File: src/rtl/i2s_rx.sv
// i2s_rx: oversampled I2S slave receiver delivering left/right sample pairs on a valid/ready port
module i2s_rx #(
  parameter int DATA_WIDTH = 24,
  parameter int SLOT_WIDTH = 32
) (
  input  logic                  clk1000,
  input  logic                  cpu_reset0,
  input  logic                  i2s_rx0_clk,
  input  logic                  i2s_rx0_sync,
  input  logic                  i2s_rx0_rx,
  output logic [DATA_WIDTH-1:0] sample_left,
  output logic [DATA_WIDTH-1:0] sample_right,
  output logic                  sample_valid,
  input  logic                  sample_ready,
  output logic                  overrun,
  output logic                  frame_err
);
  localparam int CW = $clog2(SLOT_WIDTH + 2);
  localparam logic [CW-1:0] CNT_MAX = CW'(SLOT_WIDTH + 1);
  localparam logic [CW-1:0] CNT_LAST = CW'(SLOT_WIDTH - 1);
  localparam logic [CW-1:0] CNT_DW = CW'(DATA_WIDTH);
  if (DATA_WIDTH > SLOT_WIDTH) begin : g_bad_width
    $error("DATA_WIDTH must not exceed SLOT_WIDTH");
  end
  typedef enum logic [1:0] {IDLE, LEFT, RIGHT} state_t;
  state_t state, state_nxt;
  logic [1:0] rst_q;
  logic rst_n;
  logic [2:0] pin_s1, pin_s2;
  logic bclk_d, tick, ws_t, sd_t, ws_prev, ws_chg, len_ok;
  logic ld_left, pub, ferr;
  logic [CW-1:0] bit_cnt;
  logic [DATA_WIDTH-1:0] shreg, left_hold;
  always_ff @(posedge clk1000 or negedge cpu_reset0)
    if (!cpu_reset0) rst_q <= '0;
    else rst_q <= {rst_q[0], 1'b1};
  assign rst_n = rst_q[1];
  // Pins go through two flops, then a registered rising-edge detect on bclk
  always_ff @(posedge clk1000 or negedge rst_n)
    if (!rst_n) begin
      pin_s1 <= '0;
      pin_s2 <= '0;
      bclk_d <= 1'b0;
      tick <= 1'b0;
      ws_t <= 1'b0;
      sd_t <= 1'b0;
    end else begin
      pin_s1 <= {i2s_rx0_clk, i2s_rx0_sync, i2s_rx0_rx};
      pin_s2 <= pin_s1;
      bclk_d <= pin_s2[2];
      tick <= pin_s2[2] & ~bclk_d;
      ws_t <= pin_s2[1];
      sd_t <= pin_s2[0];
    end
  assign ws_chg = tick && (ws_t != ws_prev);
  assign len_ok = bit_cnt == CNT_LAST;
  // The ws_chg tick carries the previous slot's LSB, so it never shifts in
  always_ff @(posedge clk1000 or negedge rst_n)
    if (!rst_n) begin
      ws_prev <= 1'b0;
      bit_cnt <= '0;
      shreg <= '0;
      left_hold <= '0;
    end else if (tick) begin
      ws_prev <= ws_t;
      bit_cnt <= ws_chg ? '0 : (bit_cnt == CNT_MAX ? bit_cnt : bit_cnt + 1'b1);
      if (!ws_chg && bit_cnt < CNT_DW) shreg <= {shreg[DATA_WIDTH-2:0], sd_t};
      if (ld_left) left_hold <= shreg;
    end
  always_ff @(posedge clk1000 or negedge rst_n)
    if (!rst_n) state <= IDLE;
    else state <= state_nxt;
  always_comb begin
    state_nxt = state;
    ld_left = 1'b0;
    pub = 1'b0;
    ferr = 1'b0;
    if (ws_chg)
      case (state)
        IDLE: state_nxt = ws_t ? IDLE : LEFT;
        LEFT: begin
          ld_left = len_ok;
          ferr = !len_ok;
          state_nxt = len_ok ? RIGHT : IDLE;
        end
        RIGHT: begin
          pub = len_ok;
          ferr = !len_ok;
          state_nxt = LEFT;
        end
        default: state_nxt = IDLE;
      endcase
  end
  // A completed pair only replaces the presented one if that is free or leaving this cycle
  always_ff @(posedge clk1000 or negedge rst_n)
    if (!rst_n) begin
      sample_left <= '0;
      sample_right <= '0;
      sample_valid <= 1'b0;
      overrun <= 1'b0;
      frame_err <= 1'b0;
    end else begin
      overrun <= pub && sample_valid && !sample_ready;
      frame_err <= ferr;
      if (pub && (!sample_valid || sample_ready)) begin
        sample_left <= left_hold;
        sample_right <= shreg;
        sample_valid <= 1'b1;
      end else if (sample_ready) begin
        sample_valid <= 1'b0;
      end
    end
endmodule

File: config.mk
export PLATFORM = sky130hd
export DESIGN_NAME = i2s_rx
export DESIGN_NICKNAME = d
export VERILOG_FILES = /design/src/rtl/i2s_rx.sv
export SDC_FILE = /design/constraint.sdc
export NUM_CORES = 1
export LEC_CHECK = 0
export CORE_MARGIN = 2
export CORE_UTILIZATION = 35
export DETAILED_ROUTE_END_ITERATION = 8
export PLACE_DENSITY = 0.52
export SLEW_MARGIN = 20
export SYNTH_ARGS = -nofsm -noshare
export SYNTH_HDL_FRONTEND = slang
export SYNTH_SLANG_ARGS = --single-unit
File: constraint.sdc
create_clock -name clk1000 -period 5.1 [get_ports clk1000]
set_input_delay 1.02 -clock clk1000 [delete_from_list [all_inputs] [get_ports clk1000]]
set_output_delay 1.02 -clock clk1000 [all_outputs]
set_load 0.01 [all_outputs]
== Word level (Yosys, flattened, before mapping) ==
Index checks and enable logic that the tools add are counted.

* Bits in registers: 120
* Bits of input ports: 6
* Output and inout port bits: 51
* Word-level logic and storage cells: 56

* Add/sub/neg operators: 1
* Magnitude comparators: 1
* Equality and inequality tests: 6
* Multiplexer cells: 13
* Bitwise gates (word level): 2
* Reduce and logical (&&, ||, !) cells: 16

{| class="wikitable"
|+ Operators with widths
! kind !! count
|-
| $mux W6 || 2
|-
| $mux W1 || 9
|-
| $add A6 B1 Y6 const B || 1
|-
| $eq A6 B5 Y1 const B || 1
|-
| $eq A6 B6 Y1 const B || 1
|-
| $lt A6 B5 Y1 const B || 1
|-
| $pmux W2 S3 || 1
|-
| $reduce_and A2 Y1 || 3
|-
| $logic_and A1 B1 Y1 || 5
|-
| $logic_not A1 Y1 || 4
|-
| $eq A2 B1 Y1 const B || 1
|-
| $eq A2 B2 Y1 const B || 1
|-
| $logic_not A2 Y1 || 1
|-
| $mux W2 || 1
|-
| $ne A2 B2 Y1 const B || 1
|-
| $reduce_bool A2 Y1 || 1
|-
| $reduce_or A2 Y1 || 1
|-
| $and A1 B1 Y1 || 1
|-
| $logic_or A1 B1 Y1 || 1
|-
| $ne A1 B1 Y1 || 1
|-
| $not A1 Y1 || 1
|}

== Longest topological paths before layout ==
Gate-level depths: netlist of run 1.

* Word-level depth: 5
* Depth in mapped cells: 7
* Gate-level depth less buffers: 5

== Worst setup path after synthesis of run 1 ==
OpenSTA, ideal clock, no wires.

* Path kind: input-to-reg
* Start point: input port sample_ready
* End point: register sample_left[10]
* Library setup time: 125 ps
* Arrival: 1,896 ps
* Required time: 4,975 ps
* Slack: 3,079 ps
* Stages: 5
* Buffers on the path: 2
* Path through: nand2b_1 nand4_2 buf_6 buf_6 mux2_4

* Word-level cells in the longest chain between the ends: 2

{| class="wikitable"
|+ Ends and longest elaborated chain
! element !! RTL line !! source
|-
| from (decl) || 14 || <nowiki>input logic sample_ready,</nowiki>
|-
| $logic_or A1 B1 Y1 || 105 || <nowiki>if (pub && (!sample_valid || sample_ready)) begin</nowiki>
|-
| $logic_and A1 B1 Y1 || 105 ||
|-
| to (signal assigned) || 106 || <nowiki>sample_left <= left_hold;</nowiki>
|-
| to (decl) || 11 || <nowiki>output logic [DATA_WIDTH-1:0] sample_left,</nowiki>
|}

Every way passes these cells.
A chain may end at the register's enable or synchronous reset.

== Worst setup path after layout of run 1 ==
* Start point: register ws_t
* End point: register left_hold[7]

* Word-level cells in the longest chain between the ends: 4

{| class="wikitable"
|+ Ends and longest elaborated chain
! element !! RTL line !! source
|-
| from (decl) || 30 || <nowiki>logic bclk_d, tick, ws_t, sd_t, ws_prev, ws_chg, len_ok;</nowiki>
|-
| from (signal assigned) || 52 || <nowiki>ws_t <= pin_s2[1];</nowiki>
|-
| $ne A1 B1 Y1 || 55 || <nowiki>assign ws_chg = tick && (ws_t != ws_prev);</nowiki>
|-
| $logic_and A1 B1 Y1 || 55 ||
|-
| $mux W1 || 78 || <nowiki>if (ws_chg)</nowiki>
|-
| $reduce_and A2 Y1 (no source line) || - ||
|-
| to (signal assigned) || 68 || <nowiki>if (ld_left) left_hold <= shreg;</nowiki>
|-
| to (decl) || 33 || <nowiki>logic [DATA_WIDTH-1:0] shreg, left_hold;</nowiki>
|}

Every way passes these cells.

==> results of run 1 <==
[state kept, by name, indices dropped and copies added, names as in the netlist, 2 cells and up]
name	count
bit_cnt	6
left_hold	24
pin_s1	3
pin_s2	3
rst_q	2
sample_left	24
sample_right	24
shreg	24
state	2
[layout by cell type (no fill, tap or decap), types with 3 or more instances in the layout]
| cell type | n |
|---|---|
| inv_1 | 4 |
| xor2_1 | 3 |
| mux2_2 | 77 |
| clkinvlp_4 | 5 |
| dfrtp_1 | 119 |
| ha_1 | 5 |
| nand2_1 | 3 |
| clkdlybuf4s50_1 | 56 |
| nand3_1 | 3 |
| mux2_4 | 20 |
| a21oi_1 | 5 |
| nor2_1 | 8 |
| clkbuf_16 | 17 |
| clkinv_2 | 4 |
[worst register-to-register path, stage by stage (launching register included)]
cell	delay (ps)
dfrtp_1	400
xor2_1	190
and2_0	680
nand3_2	730
mux2_2	530
[power breakdown]
group	switching [mW]	total (mW)	leakage (nW)	internal [mW]
clock network	0.416	1.16	0.274	0.741
logic	0.0504	0.115	0.967	0.0646
registers	0.0684	1.08	1.63	1.01
total	0.535	2.35	2.87	1.82
[path summary, 6_finish.rpt]
| check | from | to | slack [ps] | depth (start not counted) |
|---|---|---|---|---|
| setup / recovery | ws_t$_DFF_PN0_ | left_hold[7]$_DFFE_PN0P_ | 2450 | 4 |
| hold / removal | rst_q[0]$_DFF_PN0_ | rst_q[1]$_DFF_PN0_ | 340 | 0 |
| setup reg to reg | ws_t$_DFF_PN0_ | left_hold[7]$_DFFE_PN0P_ | 2450 | 4 |
| hold reg to reg | rst_q[0]$_DFF_PN0_ | rst_q[1]$_DFF_PN0_ | 340 | 0 |
| max in group asynchronous | rst_q[1]$_DFF_PN0_ | shreg[4]$_DFFE_PN0P_ | 3450 | 1 |
| min in group asynchronous | rst_q[1]$_DFF_PN0_ | sample_right[22]$_DFFE_PN0P_ | 410 | 0 |
[routing by layer]
metal	wire length [µm]	GRT usage (%)	vias up
li1	-	-	1110
met1	3440	14.9	1250
met2	3680	18.1	43
met3	341	4.54	9
met4	112	5.88	0
met5	0	0	-
[through the flow]
stage | std cells | setup WS [ps] | hold slack (ps) | utilization (%)
6_report | 529 | 2450 | 342 | 46.4
4_1_cts | 528 | 2070 | 346 | 46.3
2_1_floorplan | 279 | 1510 | 331 | -
5_1_grt | 529 | 2190 | 353 | 46.4
3_3_place_gp | 496 | 1820 | 333 | 41.7
3_5_place_dp | 496 | 1810 | 335 | 41.7
[cells by family after synthesis]
family,share of synthesized area (%)
mux,25.5
buf+inv,1.96
compound gates,1.34
xor+xnor,0.764
flops,65.5
other cells,0.0818
simple gates,3.52
fa+ha+maj,1.36
[Yosys cell counts]
cell type  number  share of area, %
buf_2           6              0.66
nand3_1         3              0.33
nor3b_1         1              0.16
mux2_2         77                19
nor4b_1         1              0.19
nand4_2         1              0.27
a21oi_1         5              0.55
nor3b_4         1              0.41
mux2_4         20               6.6
dfrtp_1       120                66
a2111o_1        1              0.25
buf_6           3              0.74
and2_0          1              0.14
inv_1           4              0.33
nand4_1         2              0.27
o21ai_0         2              0.22
nand3_2         2              0.44
nor2b_1         1              0.14
xnor2_1         1              0.19
nor2_1          8              0.66
clkbuf_1        3              0.25
ha_1            5               1.4
xor2_1          3              0.57
a211oi_1        2              0.33
nand2b_1        1              0.14
nand2_1         3              0.25
or3_1           1              0.14
conb_1          1             0.082
[final cells by class]
cell class / instances / share of cell area (%)
multi-input combinational: 143 / 25.4
inverter: 4 / 0.254
tap: 172 / 3.64
sequential: 120 / 50.9
timing repair buffer: 58 / 9.95
clock inverter: 12 / 2.14
clock buffer: 20 / 7.73
==> impl_metrics.yaml, run 1 <==
drt:
  drc_errors: 0
  ant_nets: 0
  drt_first_pass_iters: 4
  post_drt_wl_per_cell_um: 14.3
  drtIter0Drc: 85
  postRouteWirelength_mm: 7.58
  num_vias: 2412
  routed_via_density: 4.56
power_and_ir_drop:
  p_leak_nw: 2.87
  p_per_area_mw_per_mm2: 398
  ir_drop_mv: 0.218
  power_mw: 2.35
critical_path:
  worstPathCellList: "xor2_1 > and2_0 > nand3_2 > mux2_2"
  worst_path_max_delay_cell: "nand3_2"
  worstPathRequired_ps: 5380
  cp-start-kind: "flip-flop"
  max_stage_delay_ps: 730
  worst-setup-path-type: "flip-flop to flip-flop"
  crit_buf_inv: 0
  worstPathMaxFanout: 24
  end_kind: "flip-flop"
  path_delay_family: "simple AND/OR/NAND/NOR gates"
  critPathArrivalTime_ps: 2930
logic_synthesis:
  synth_area_mm2: 0.00458
  syn_avg_cell_area_um2: 16.4
  yosysSeqAreaShare_pct: 65.5
  synth_nets: 290
  yosys_warnings: 0
  synth_seq_cells: 120
  yosysUniqueCellTypes: 28
  syn_inst: 279
global_route:
  grt-ovfl-total: 0
  grt_pass1_wl_mm: 12.9
  gr-usage-all-layers_pct: 11.9
  antenna_found_initial: 0
  grt_max_degree: 66
  grt_pass1_vias: 2517
floorplanning:
  io_pins: 57
  rows: 41
  dieArea_mm2: 0.0140
  start_util_pct: 36.0
  fp.coreArea_mm2: 0.0127
  die_w_um: 118
  die_h_um: 118
sta:
  finalMaxSlewViolations: 0
  slew_headroom_pct: 30.1
  skew_ps: 7.30
  worst_slew_pin_slew_ps: 1050
  tns_ps: 0
  timing.final.crit_period_ps: 2650
  rsz0062_at_grt: "false"
  finalCritPeriodShare_pct: 51.9
  setup_viol_count_final: 0
  hold_viol: 0
  max_freq_mhz: 378
clocking:
  cts_max_level: 4
  clock-root-buffer: "clkbuf_16"
  hold_buffers: 0
  cts_sinks: 120
  cts_buffer_depth: 2
  cts_resized: 0
  cts-buffers-inserted: 17
  clk_latency_ps: 400
  cts_tree: "yes"
  path_clk_slew_ps: 60
  post_cts_buffers: 0
finish:
  fillers: 1174
  syn2layout_area_growth_pct: 28.9
  drive_gt1_share_pct: 37.8
  antenna_cells: 0
  regArea_mm2: 0.00301
  final_cell_area_mm2: 0.00591
  multi_input_area_mm2: 0.00150
  fin_nets: 355
hold_path:
  hold_class: "flip-flop to flip-flop"
job:
  maxCapViolations: 0
placement:
  hpwlAfterDp_mm: 4.42
  gp_congestion: 0.690
  placed_cell_area_mm2: 0.00531
  io_buffers: 56
run_status:
  outcome: "finished clean"
Power figures use the tool's default switching activity.
==> run 2: changes to the inputs <==
PLACE_DENSITY = 0.54   (was 0.52)
clock period = 2.15 ns   (was 5.1 ns; I/O delays follow)
==> run 2 against run 1 <==
Against the previous run: setup slack got worse by 2200 ps; worst hold slack got worse by 150 ps; combinational power increased to 2.6 times the previous value; core utilization increased by 0.51 points; die area unchanged; non-clock buffer count increased by 7; final cell count increased by 0.95%; register-to-register slack got worse by 2200 ps; critical path depth increased by 1; largest cell class unchanged.
==> impl_metrics.yaml, run 2 (synthesis results as in run 1) <==
drt:
  post_drt_wl_per_cell_um: 14.3
  routed_via_density: 4.51
  num_vias: 2410
  postRouteWirelength_mm: 7.66
  ant_nets: 0
  drt_first_pass_iters: 2
  drtIter0Drc: 77
  drc_errors: 0
power_and_ir_drop:
  switching_share_pct: 22.4
  seqPwrFrac_pct: 46.6
  p_leak_nw: 2.91
  ir_drop_mv: 0.718
  p_int_mw: 4.26
  p_per_area_mw_per_mm2: 919
  comb_power_share_pct: 5.4
  switching_power_mw: 1.23
  clockPowerShare_pct: 48.1
sta:
  finalCritPeriodShare_pct: 87.0
  setup_viol_count_final: 0
  rsz0062_at_grt: "false"
  hold_viol: 0
  timing.final.crit_period_ps: 1870
  finalMaxSlewViolations: 0
  max_freq_mhz: 535
  tns_ps: 0
  skew_ps: 6.48
global_route:
  grt-ovfl-total: 0
  top_usage_layer: "met2"
  grt_pass1_wl_mm: 13.2
  use_met1_pct: 16.8
  grt_pass1_vias: 2559
  grt_max_degree: 46
  met2_usage_pct: 17.1
  antenna_found_initial: 0
  gr-usage-all-layers_pct: 12.2
  gr-usage-met3_pct: 4.87
clocking:
  clk_latency_ps: 400
  path_clk_slew_ps: 50
  clock-root-buffer: "clkbuf_16"
  cts_max_level: 4
  cts_resized: 0
  post_cts_buffers: 0
  cts_tree: "yes"
  cts_sinks: 120
  cts_buffer_depth: 2
  cts-buffers-inserted: 17
  hold_buffers: 0
critical_path:
  worst-setup-path-type: "flip-flop to flip-flop"
  worst_path_max_delay_cell: "dfrtp_1"
  worstPathMaxFanout: 28
  max_stage_delay_ps: 420
  path_delay_family: "simple AND/OR/NAND/NOR gates"
  end_kind: "flip-flop"
  crit_buf_inv: 1
  worstPathRequired_ps: 2430
  worstPathCellList: "ha_1 > nor3b_4 > nand4_4 > buf_12 > mux2_4"
  cp-start-kind: "flip-flop"
  critPathArrivalTime_ps: 2150
finish:
  layout_common_cells: "119 x dfrtp_1, 77 x mux2_2, 56 x clkdlybuf4s50_1, 20 x mux2_4, 17 x clkbuf_16"
  antenna_cells: 0
  multi_input_area_mm2: 0.00150
  final_common_cell: "dfrtp_1"
  regArea_mm2: 0.00301
  fin_nets: 362
  syn2layout_area_growth_pct: 30.3
  drive_gt1_share_pct: 38.4
  fillers: 1199
  fin_util_pct: 47.0
run_status:
  outcome: "finished clean"
floorplanning:
  die_w_um: 118
  fp.coreArea_mm2: 0.0127
  rows: 41
  dieArea_mm2: 0.0140
  io_pins: 57
  start_util_pct: 36.0
  die_h_um: 118
placement:
  gp_congestion: 0.684
  io_buffers: 56
  hpwlAfterDp_mm: 4.75
job:
  maxCapViolations: 0
hold_path:
  hold_class: "input pin to asynchronous set/reset pin"
## run 2: changes by cell type in the layout (fill, tap and decap cells not counted), sizes merged
| cell | previous run | this run |
|---|---|---|
| clkbuf | 20 | 23 |
| buf | 2 | 9 |
| bufinv | 2 | 1 |
| clkinvlp | 5 | 4 |
| clkinv | 5 | 2 |
## run 2: stage by stage
stage / std cells / hold WS [ps] / cell area (µm²) / setup slack, ps / total power [mW]
floorplan: 279 / 134 / 4590 / 147 / 2.78
global placement: 504 / 304 / 5420 / 244 / 2.89
global route: 534 / 162 / 5970 / 209 / 5.75
finish: 534 / 188 / 5970 / 280 / 5.49
detailed placement: 504 / 301 / 5420 / 252 / 2.90
CTS: 534 / 175 / 5970 / 299 / 5.57
## run 2: area by class of cell
cell class                      instances  share of cell area, %
Sequential cell                       120                   50.3
Multi-Input combinational cell        143                   25.1
Inverter                                4                  0.251
Timing Repair Buffer                   65                   11.4
Tap cell                              172                   3.60
Clock buffer                           23                   8.17
Clock inverter                          7                   1.17
## run 2: layer usage
metal,part of all wire (%),wire length [µm]
met3,4.8,370
met1,50,3800
met2,44,3370
met5,0,0
met4,1.5,113
## run 2: path summary, 6_finish.rpt
kind	from	endpoint	slack, ps	cells past startpoint
max reg2reg	bit_cnt[0]$_DFFE_PN0P_	sample_left[5]$_DFFE_PN0P_	280	5
max in group asynchronous	rst_q[1]$_DFF_PN0_	sample_left[7]$_DFFE_PN0P_	1270	1
max	bit_cnt[0]$_DFFE_PN0P_	sample_left[5]$_DFFE_PN0P_	280	5
min in group clk1000	pin_s1[2]$_DFF_PN0_	pin_s2[2]$_DFF_PN0_	350	0
min reg2reg	rst_q[1]$_DFF_PN0_	sd_t$_DFF_PN0_	280	0
min	cpu_reset0	rst_q[1]$_DFF_PN0_	190	1
## run 2: power by group through the flow
stage	combinational, mW	clock, mW	sequential [mW]
floorplan	0.213	0	2.57
global placement	0.296	0	2.60
detailed placement	0.301	0	2.60
CTS	0.302	2.71	2.56
global route	0.332	2.84	2.58
finish	0.295	2.64	2.55
==> edit (config.mk and constraints of run 1) <==
Set the parameter `SLOT_WIDTH` to 64 (it was 32).
--- a/src/rtl/i2s_rx.sv
+++ b/src/rtl/i2s_rx.sv
@@ -1,7 +1,7 @@
 // i2s_rx: oversampled I2S slave receiver delivering left/right sample pairs on a valid/ready port
 module i2s_rx #(
   parameter int DATA_WIDTH = 24,
-  parameter int SLOT_WIDTH = 32
+  parameter int SLOT_WIDTH = 64
 ) (
   input  logic                  clk1000,
   input  logic                  cpu_reset0,
Formal check against the unedited RTL: same outputs for any inputs over 10 cycles, from zero or initial values and one cycle with cpu_reset0 low; that may be too few to reach the edited logic, so the function may still have changed.
==> edit against run 1 <==
  * Count of clock-buffer cells in the layout is 9 higher
  * Routed wire length is 3.8% higher
  * Via count is 2.3% higher
  * Global-route usage is 0.60 points higher
  * Clock power is 4% lower
  * Sequential cell count is 1 higher
  * Worst setup slack better by 0.11 ns
  * Final area is 0.19% higher
  * Synthesized area is 1.0% higher
  * Total power is 1.2% lower
  * Synthesized cell count is 2.5% higher
  * Sequential share of layout area is 0.33 points higher
  * Critical endpoint is now left_hold[12]
  * Largest cell class unchanged
  * Highest routed layer unchanged
==> edit: results (changes against run 1) <==
| Metric | Value |
|---|---|
| GRT Overall Usage | `0.125 (+0.00597)` |
| Synth Area in Adders | `0.0135 (-0.000140)` |
| Synth Area in Compound Gates | `0.0135 (+0.000133)` |
| Die width | `119 um (+0.50%)` |
| Tightest Pin Transition | `0.773 ns (-0.275 ns)` |
| Worst Setup EP | `left_hold[12]` |
| Drt pass-1 iters | `3 (-1)` |
| Number of global-route vias before repair | `2683 (+6.6%)` |
| Mux contribution to synthesized area | `0.254 (-0.000453)` |
| DRT iter0 DRCs | `75 (-12%)` |
| Status | `finished clean` |
| Leak | `0.00287 uW (+0.18%)` |
| Layout cells sized above 1 | `0.352 (-0.0265)` |
| Worst reg2reg path depth | `4 (unchanged)` |
| Sequential area share after synthesis | `0.654 (-0.00132)` |
| First-pass GRT wire length | `13600 um (+5.4%)` |
| Netlist cell types | `31 (+11%)` |
| HPWL after DPL | `4650 um (+5.2%)` |
| Largest net degree at the start of global routing | `62 (-6.1%)` |
| Largest stage delay on the critical path | `0.69 ns (-0.04 ns)` |
| Post-CTS Setup Bufs | `0 (unchanged)` |
| Final #Nets | `363 (+2.3%)` |
| Final clock skew | `0.00737 ns (+0.0000762 ns)` |
| Vias post-DR | `2468 (+2.3%)` |
| VDD IR max | `0.000188 V (-14%)` |
| Routability cong. | `0.640 (-7.2%)` |
| Synth Area in XOR/XNOR | `0.00567 (-0.00197)` |
| WL per Instance | `14.6 um (+1.6%)` |
| Critical Path AT | `2.82 ns (-0.11 ns)` |
| Placed cell area | `5360 um^2 (+1.1%)` |
| Most instantiated cells after synthesis | `dfrtp_1 (121), mux2_2 (77), mux2_4 (20), nor2_1 (7), nand2_1 (6)` |
| CP Max Fanout | `25 (+4.2%)` |
| Synth area leaders | `dfrtp_1 (65%), mux2_2 (19%), mux2_4 (6.5%), ha_1 (1.4%), buf_6 (0.73%)` |
## edit: changes by cell type after synthesis, sizes merged, moves of 2 or more
cell,before,now
nand2,3,6
o21ai,2,4
nand3,5,3
a211oi,2,0
## edit: critical path: cells and delay by family, from the launching register on
family	cells	cell delay, ns
flops	1	0.40
simple gates	2	1.22
mux	1	0.52
xor+xnor	1	0.27
## edit: worst min path at each step
stage | startpoint | end | slack [ns]
after floorplan | pin_s1[0] | pin_s2[0] | 0.33
after global placement | pin_s1[2] | pin_s2[2] | 0.34
after detailed placement | pin_s2[1] | ws_t | 0.33
after CTS | pin_s2[1] | ws_t | 0.35
after global routing | pin_s2[1] | ws_t | 0.35
final | pin_s2[1] | ws_t | 0.34
## edit: cells by family after synthesis
logic type	Yosys count
flops	121
mux	98
simple gates	31
buf+inv	16
compound gates	11
fa+ha+maj	5
xor+xnor	3
other cells	1
## edit: area by class of cell
cell class	count	area, um^2
clock buffer	29	520
clock inverter	2	35.0
fill	1191	7170
inverter	4	15.0
multi-input combinational	149	1510
sequential	121	3030
tap	176	220
timing repair buffer	59	583
## edit: metrics by stage
| stage | hold slack [ns] | cells | worst slack [ns] |
|---|---|---|---|
| finish | 0.344 | 540 | 2.57 |
| global route | 0.352 | 540 | 2.34 |
| CTS | 0.346 | 540 | 2.48 |
| detailed placement | 0.335 | 509 | 2.20 |
| global placement | 0.335 | 509 | 2.23 |
| floorplan | 0.331 | 286 | 1.48 |
## edit: per-layer routing
metal,global-route usage,share of wire
met5,0,0
met3,0.0517,0.049
met2,0.181,0.45
met4,0.0647,0.024
met1,0.160,0.48
## edit: where the power goes
part | switching (uW) | internal [uW] | total, uW
Combinational | 45.7 | 65.4 | 111
Sequential | 73.2 | 1030 | 1100
Clock | 381 | 731 | 1110
Total | 499 | 1820 | 2320
